===== config.mk =====
export PLATFORM = sky130hd
export DESIGN_NAME = dp_ram_arbiter_flat
export DESIGN_NICKNAME = d
export VERILOG_FILES = /design/src/rtl/dp_ram_arbiter_if.sv /design/src/rtl/dp_ram_arbiter.sv /design/src/flat_wrapper.sv
export SDC_FILE = /design/constraint.sdc
export NUM_CORES = 1
export LEC_CHECK = 0
export ABC_AREA = 1
export CAP_MARGIN = 40
export CELL_PAD_IN_SITES_DETAIL_PLACEMENT = 0
export CELL_PAD_IN_SITES_GLOBAL_PLACEMENT = 2
export CORE_MARGIN = 5
export CORE_UTILIZATION = 10
export CTS_CLUSTER_DIAMETER = 120
export CTS_CLUSTER_SIZE = 25
export DETAILED_ROUTE_END_ITERATION = 12
export PLACE_DENSITY_LB_ADDON = 0.1
export RECOVER_POWER = 100
export SYNTH_ARGS = -nofsm -noshare
export SYNTH_HDL_FRONTEND = slang
export SYNTH_SLANG_ARGS = --single-unit

===== constraint.sdc =====
create_clock -name clk -period 3.9 [get_ports clk]
set_clock_uncertainty 0.05 [all_clocks]
set_input_delay 0.78 -clock clk [delete_from_list [all_inputs] [get_ports clk]]
set_output_delay 0.78 -clock clk [all_outputs]
set_load 0.05 [all_outputs]

===== src/rtl/dp_ram_arbiter_if.sv =====
// Bus bundle between the two requesters, the port-A arbiter and RAM port A.
// slave = arbiter view, master = requesters/RAM view.
`ifndef RISCV_ADDR_WIDTH
`define RISCV_ADDR_WIDTH 32
`endif
`ifndef RISCV_WORD_WIDTH
`define RISCV_WORD_WIDTH 32
`endif

interface dp_ram_arbiter_if #(
  parameter int unsigned ADDR_WIDTH = `RISCV_ADDR_WIDTH,
  parameter int unsigned DATA_WIDTH = `RISCV_WORD_WIDTH
);
  localparam int unsigned WE_WIDTH = 4;

  logic                  r0_valid_i;
  logic                  r0_ready_o;
  logic [ADDR_WIDTH-1:0] r0_addr_i;
  logic [DATA_WIDTH-1:0] r0_wdata_i;
  logic [WE_WIDTH-1:0]   r0_we_i;
  logic [DATA_WIDTH-1:0] r0_rdata_o;

  logic                  r1_valid_i;
  logic                  r1_ready_o;
  logic [ADDR_WIDTH-1:0] r1_addr_i;
  logic [DATA_WIDTH-1:0] r1_wdata_i;
  logic [WE_WIDTH-1:0]   r1_we_i;
  logic [DATA_WIDTH-1:0] r1_rdata_o;

  logic                  m_valid_o;
  logic                  m_ready_i;
  logic [ADDR_WIDTH-1:0] m_addr_o;
  logic [DATA_WIDTH-1:0] m_wdata_o;
  logic [WE_WIDTH-1:0]   m_we_o;
  logic [DATA_WIDTH-1:0] m_rdata_i;

  modport slave (
    input  r0_valid_i, r0_addr_i, r0_wdata_i, r0_we_i,
    output r0_ready_o, r0_rdata_o,
    input  r1_valid_i, r1_addr_i, r1_wdata_i, r1_we_i,
    output r1_ready_o, r1_rdata_o,
    output m_valid_o, m_addr_o, m_wdata_o, m_we_o,
    input  m_ready_i, m_rdata_i
  );

  modport master (
    output r0_valid_i, r0_addr_i, r0_wdata_i, r0_we_i,
    input  r0_ready_o, r0_rdata_o,
    output r1_valid_i, r1_addr_i, r1_wdata_i, r1_we_i,
    input  r1_ready_o, r1_rdata_o,
    input  m_valid_o, m_addr_o, m_wdata_o, m_we_o,
    output m_ready_i, m_rdata_i
  );
endinterface


===== src/rtl/dp_ram_arbiter.sv =====
// Round-robin arbiter sharing RAM port A between two valid/ready requesters.
// Optional ARB_STALL_CNT_EN adds stall_cnt_o, a count of cycles a requester waits for grant.
`ifndef RISCV_ADDR_WIDTH
`define RISCV_ADDR_WIDTH 32
`endif
`ifndef RISCV_WORD_WIDTH
`define RISCV_WORD_WIDTH 32
`endif

module dp_ram_arbiter #(
  parameter int unsigned ADDR_WIDTH = `RISCV_ADDR_WIDTH,
  parameter int unsigned DATA_WIDTH = `RISCV_WORD_WIDTH
) (
  input  logic                clk,
  input  logic                rst,
  dp_ram_arbiter_if.slave     bus
`ifdef ARB_STALL_CNT_EN
  ,
  output logic [31:0]         stall_cnt_o
`endif
);

  localparam int unsigned WE_WIDTH = 4;

  typedef enum logic [0:0] {
    IDLE = 1'b0,
    BUSY = 1'b1
  } state_e;

  state_e state_q, state_d;
  logic   grant_q, grant_d;
  logic   last_q, last_d;

  logic                  any_valid_c;
  logic                  winner_c;
  logic [ADDR_WIDTH-1:0] sel_addr_c;
  logic [DATA_WIDTH-1:0] sel_wdata_c;
  logic [WE_WIDTH-1:0]   sel_we_c;

  // Winner: a lone requester wins; on a tie the one not served last wins.
  always_comb begin : winner_sel
    any_valid_c = bus.r0_valid_i | bus.r1_valid_i;
    winner_c    = 1'b0;
    if (bus.r0_valid_i && bus.r1_valid_i) begin
      winner_c = ~last_q;
    end else if (bus.r1_valid_i) begin
      winner_c = 1'b1;
    end
  end

  always_comb begin : req_mux
    sel_addr_c  = bus.r0_addr_i;
    sel_wdata_c = bus.r0_wdata_i;
    sel_we_c    = bus.r0_we_i;
    if (winner_c) begin
      sel_addr_c  = bus.r1_addr_i;
      sel_wdata_c = bus.r1_wdata_i;
      sel_we_c    = bus.r1_we_i;
    end
  end

  // State register; last resets to 1 so requester 0 wins the first tie.
  always_ff @(posedge clk) begin : state_reg
    if (rst) begin
      state_q <= IDLE;
      grant_q <= 1'b0;
      last_q  <= 1'b1;
    end else begin
      state_q <= state_d;
      grant_q <= grant_d;
      last_q  <= last_d;
    end
  end

  always_comb begin : next_state
    state_d = state_q;
    grant_d = grant_q;
    last_d  = last_q;
    case (state_q)
      IDLE: begin
        if (any_valid_c) begin
          grant_d = winner_c;
          state_d = BUSY;
        end
      end
      BUSY: begin
        if (bus.m_ready_i) begin
          last_d  = grant_q;
          state_d = IDLE;
        end
      end
      default: state_d = IDLE;
    endcase
  end

  // A ready seen in IDLE is stale (reset mid-access) and produces no pulse.
  always_comb begin : out_logic
    bus.m_valid_o  = 1'b0;
    bus.m_addr_o   = '0;
    bus.m_wdata_o  = '0;
    bus.m_we_o     = '0;
    bus.r0_ready_o = 1'b0;
    bus.r0_rdata_o = '0;
    bus.r1_ready_o = 1'b0;
    bus.r1_rdata_o = '0;
    case (state_q)
      IDLE: begin
        if (any_valid_c) begin
          bus.m_valid_o = 1'b1;
          bus.m_addr_o  = sel_addr_c;
          bus.m_wdata_o = sel_wdata_c;
          bus.m_we_o    = sel_we_c;
        end
      end
      BUSY: begin
        if (bus.m_ready_i) begin
          if (grant_q) begin
            bus.r1_ready_o = 1'b1;
            bus.r1_rdata_o = bus.m_rdata_i;
          end else begin
            bus.r0_ready_o = 1'b1;
            bus.r0_rdata_o = bus.m_rdata_i;
          end
        end
      end
      default: ;
    endcase
  end

`ifdef ARB_STALL_CNT_EN
  logic wait0_c, wait1_c;

  // A requester is waiting when valid but neither being issued nor holding the grant.
  always_comb begin : stall_detect
    wait0_c = bus.r0_valid_i &&
              !(((state_q == IDLE) && !winner_c) || ((state_q == BUSY) && !grant_q));
    wait1_c = bus.r1_valid_i &&
              !(((state_q == IDLE) && winner_c) || ((state_q == BUSY) && grant_q));
  end

  always_ff @(posedge clk) begin : stall_counter
    if (rst) begin
      stall_cnt_o <= 32'd0;
    end else if (wait0_c || wait1_c) begin
      stall_cnt_o <= stall_cnt_o + 32'd1;
    end
  end
`endif

endmodule


===== src/flat_wrapper.sv =====
// flat-port wrapper written by rule: the top's interface ports become plain ports
module dp_ram_arbiter_flat 
#(
  parameter int unsigned ADDR_WIDTH = `RISCV_ADDR_WIDTH,
  parameter int unsigned DATA_WIDTH = `RISCV_WORD_WIDTH
)
  (clk, rst, bus_r0_valid_i, bus_r0_addr_i, bus_r0_wdata_i, bus_r0_we_i, bus_r0_ready_o, bus_r0_rdata_o, bus_r1_valid_i, bus_r1_addr_i, bus_r1_wdata_i, bus_r1_we_i, bus_r1_ready_o, bus_r1_rdata_o, bus_m_valid_o, bus_m_addr_o, bus_m_wdata_o, bus_m_we_o, bus_m_ready_i, bus_m_rdata_i);
  dp_ram_arbiter_if #(.ADDR_WIDTH(ADDR_WIDTH), .DATA_WIDTH(DATA_WIDTH)) bus_i ();
  input  logic clk;
  input  logic rst;
  input wire logic [$bits(bus_i.r0_valid_i)-1:0] bus_r0_valid_i;
  input wire logic [$bits(bus_i.r0_addr_i)-1:0] bus_r0_addr_i;
  input wire logic [$bits(bus_i.r0_wdata_i)-1:0] bus_r0_wdata_i;
  input wire logic [$bits(bus_i.r0_we_i)-1:0] bus_r0_we_i;
  output wire logic [$bits(bus_i.r0_ready_o)-1:0] bus_r0_ready_o;
  output wire logic [$bits(bus_i.r0_rdata_o)-1:0] bus_r0_rdata_o;
  input wire logic [$bits(bus_i.r1_valid_i)-1:0] bus_r1_valid_i;
  input wire logic [$bits(bus_i.r1_addr_i)-1:0] bus_r1_addr_i;
  input wire logic [$bits(bus_i.r1_wdata_i)-1:0] bus_r1_wdata_i;
  input wire logic [$bits(bus_i.r1_we_i)-1:0] bus_r1_we_i;
  output wire logic [$bits(bus_i.r1_ready_o)-1:0] bus_r1_ready_o;
  output wire logic [$bits(bus_i.r1_rdata_o)-1:0] bus_r1_rdata_o;
  output wire logic [$bits(bus_i.m_valid_o)-1:0] bus_m_valid_o;
  output wire logic [$bits(bus_i.m_addr_o)-1:0] bus_m_addr_o;
  output wire logic [$bits(bus_i.m_wdata_o)-1:0] bus_m_wdata_o;
  output wire logic [$bits(bus_i.m_we_o)-1:0] bus_m_we_o;
  input wire logic [$bits(bus_i.m_ready_i)-1:0] bus_m_ready_i;
  input wire logic [$bits(bus_i.m_rdata_i)-1:0] bus_m_rdata_i;
  assign bus_i.r0_valid_i = bus_r0_valid_i;
  assign bus_i.r0_addr_i = bus_r0_addr_i;
  assign bus_i.r0_wdata_i = bus_r0_wdata_i;
  assign bus_i.r0_we_i = bus_r0_we_i;
  assign bus_r0_ready_o = bus_i.r0_ready_o;
  assign bus_r0_rdata_o = bus_i.r0_rdata_o;
  assign bus_i.r1_valid_i = bus_r1_valid_i;
  assign bus_i.r1_addr_i = bus_r1_addr_i;
  assign bus_i.r1_wdata_i = bus_r1_wdata_i;
  assign bus_i.r1_we_i = bus_r1_we_i;
  assign bus_r1_ready_o = bus_i.r1_ready_o;
  assign bus_r1_rdata_o = bus_i.r1_rdata_o;
  assign bus_m_valid_o = bus_i.m_valid_o;
  assign bus_m_addr_o = bus_i.m_addr_o;
  assign bus_m_wdata_o = bus_i.m_wdata_o;
  assign bus_m_we_o = bus_i.m_we_o;
  assign bus_i.m_ready_i = bus_m_ready_i;
  assign bus_i.m_rdata_i = bus_m_rdata_i;
  dp_ram_arbiter #(.ADDR_WIDTH(ADDR_WIDTH), .DATA_WIDTH(DATA_WIDTH)) u_core (.clk(clk), .rst(rst), .bus(bus_i));
endmodule

==> results.md <==
* Status: completed
* Pleak at 1.974 nW
* Die width at 140.2 µm
* Clk Latency, worst-skew pair at 220 ps
* Row count at 47
* Max cap viols at 0
* CTS Hold Bufs at 0
* Initial DRC Count at 85
* First-pass GRT wire length at 19800 µm
* GR Util All Layers at 12.58%
* Grt ovf at 0
* Mapped Area at 1694 µm²
* Met2 GRT Util at 25.03%
* Fin crit period at 3574 ps
* DRC at 0
* Sequential-to-total area share from yosys stat at 3.545%
* GRT met3 Usage at 4.601%
* M1 GR Usage at 12.54%
* Synth warnings at 0
* Clk slew on worst S/H paths at 30 ps
* Worst Setup Start Kind: input pin
* Pwr per Cell Area at 212.9 nW/µm²
* Clock Root Buffer: clkbuf_16
* Place WS at 448.5 ps
* Fin. Hold Viols at 0
* RePlAce Congestion at 0.7538
* WP data arrival at 2740 ps
* Filler instances at 1929
* FMAX at 279.8 MHz
* Initial antenna violation count at 2
* Syn nets at 523
* Layout cell share with drive strength beyond 1 at 15.00%
* # resized after CTS at 0
* Routed len/inst at 15.60 µm
* RSZ-0062 raised after global routing: no
* Initial DRT Pass Iterations at 4
* Starting Density at 10.22%
* Commonest cells after routing, fill and taps aside: nor2_1 (172), clkdlybuf4s50_1 (171), clkbuf_1 (76)
* CP required at 3070 ps
* Setup TNS Final at 0 ps
* Synth cell types at 20
* Die Area at 19640 µm²
* Layout Area Growth over Synthesis at 175.8%
* Worst Path Max Fanout at 69
* CTS Buf Count at 3
* Slew headroom at 54.40%
* Synth Register Bits at 3
* Worst setup margin at 325.5 ps
* Clock sinks at 3
* Post-DP HPWL at 10990 µm
* Largest net degree at the start of global routing at 70
* H-Tree Depth at 1
* Worst-case clock buffer depth at 2
* Post-route cell area at 4672 µm²
* Num ports at 308
* Post-DRT Antenna Nets at 0
* CTS tree: built
* Critical path class: in -> out
* Min-Delay Path Class: reg -> reg
* Most common cell after layout, fill and taps aside: nor2_1
* Final setup fails at 0
* Maximum VDD drop at 0.1112 mV
* Die Y-Extent at 140.2 µm
* Placed Area at 5866 µm²
* Area of the core at 16580 µm²
* Post-CTS Setup Inserts at 0
* Nature of the critical path endpoint: primary output
* PnR Total Power at 0.0009947 W
* Final Util at 28.17%
* GR peak layer: met2
* Avg Vias per Cell at 3.676
* Drt total wl at 13430 µm
* Worst slew pin tran at 687.0 ps
* Via count at 3165
* Slew Viols, Final at 0
* Final period util at 91.65%
* Post-Syn Instances at 350
* Vias in the first global route at 3294
* Average cell area after synthesis at 4.840 µm²
* # port buffers at 307
* Fin nets at 814
[critical path: stages]
cell           delay [ps]
dlygate4sd3_1         600
nor2_1                110
nor2_4                110
buf_12                260
o21ai_0               150
nor2_1                160
clkbuf_1              500
[where the power goes]
part           internal, W  switching [W]   total, W
Sequential       0.0000333     0.00000212  0.0000354
Clock             0.000135      0.0000291   0.000164
Combinational     0.000272       0.000524   0.000795
[Yosys cell counts]
master    instances  share of area [%]
or2_1             1               0.37
nor2_2           17                6.3
o21ai_0          65                 19
clkbuf_1          4               0.89
buf_2            14                4.1
o21ai_1           4                1.2
nand2_2           2               0.74
inv_2             1               0.22
dfxtp_1           3                3.5
nor2_4           13                8.6
nor2_1          172                 38
inv_1            36                8.0
a21oi_1           2               0.59
buf_6             2                1.3
nand3_1           1               0.30
buf_8             2                1.8
buf_12            1                1.2
buf_4             5                2.2
a211oi_1          1               0.44
nand2_1           4               0.89
[per-layer routing]
metal | vias up | routed length [µm]
met5 | - | 13
met3 | 15 | 1286
met2 | 168 | 7146
li1 | 1644 | -
met4 | 2 | 218
met1 | 1336 | 4767
[stage by stage]
| step | hold WS [ps] | instances |
|---|---|---|
| after floorplan | 376.2 | 350 |
| after global placement | 424.7 | 856 |
| after detailed placement | 413.7 | 856 |
| after CTS | 421.3 | 860 |
| after global routing | 444.3 | 861 |
| final | 414.5 | 861 |
[cell type report]
type	count	area, µm²	area share (%)
multi-input cells	282	1297	27.77
well taps	220	275.3	5.892
repair buffers	314	2819	60.34
clock buffers	4	78.83	1.687
flip-flops and latches	3	60.06	1.285
diodes	1	2.502	0.05356
inverters	37	138.9	2.973
[flip-flops by register name, indices dropped and copies added (netlist names)]
signal          cells
u_core.grant_q      1
u_core.last_q       1
u_core.state_q      1
[cell families (layout without fill, tap and decap cells)]
family | Yosys count | in the layout | synth area share, %
simple gates | 210 | 210 | 55.32
compound gates | 72 | 72 | 21.42
buf+inv | 65 | 355 | 19.72
flops | 3 | 3 | 3.545
other cells | 0 | 1 | 0
[final timing paths]
kind | from | to | slack (ps) | cells past startpoint
min reg2reg | u_core.last_q | u_core.last_q | 410 | 2
max | bus_r1_valid_i | bus_m_addr_o[10] | 330 | 7
min | u_core.last_q | u_core.last_q | 410 | 2
max reg2reg | u_core.state_q | u_core.last_q | 2890 | 4
No activity file was read; power rests on OpenSTA's default activity.
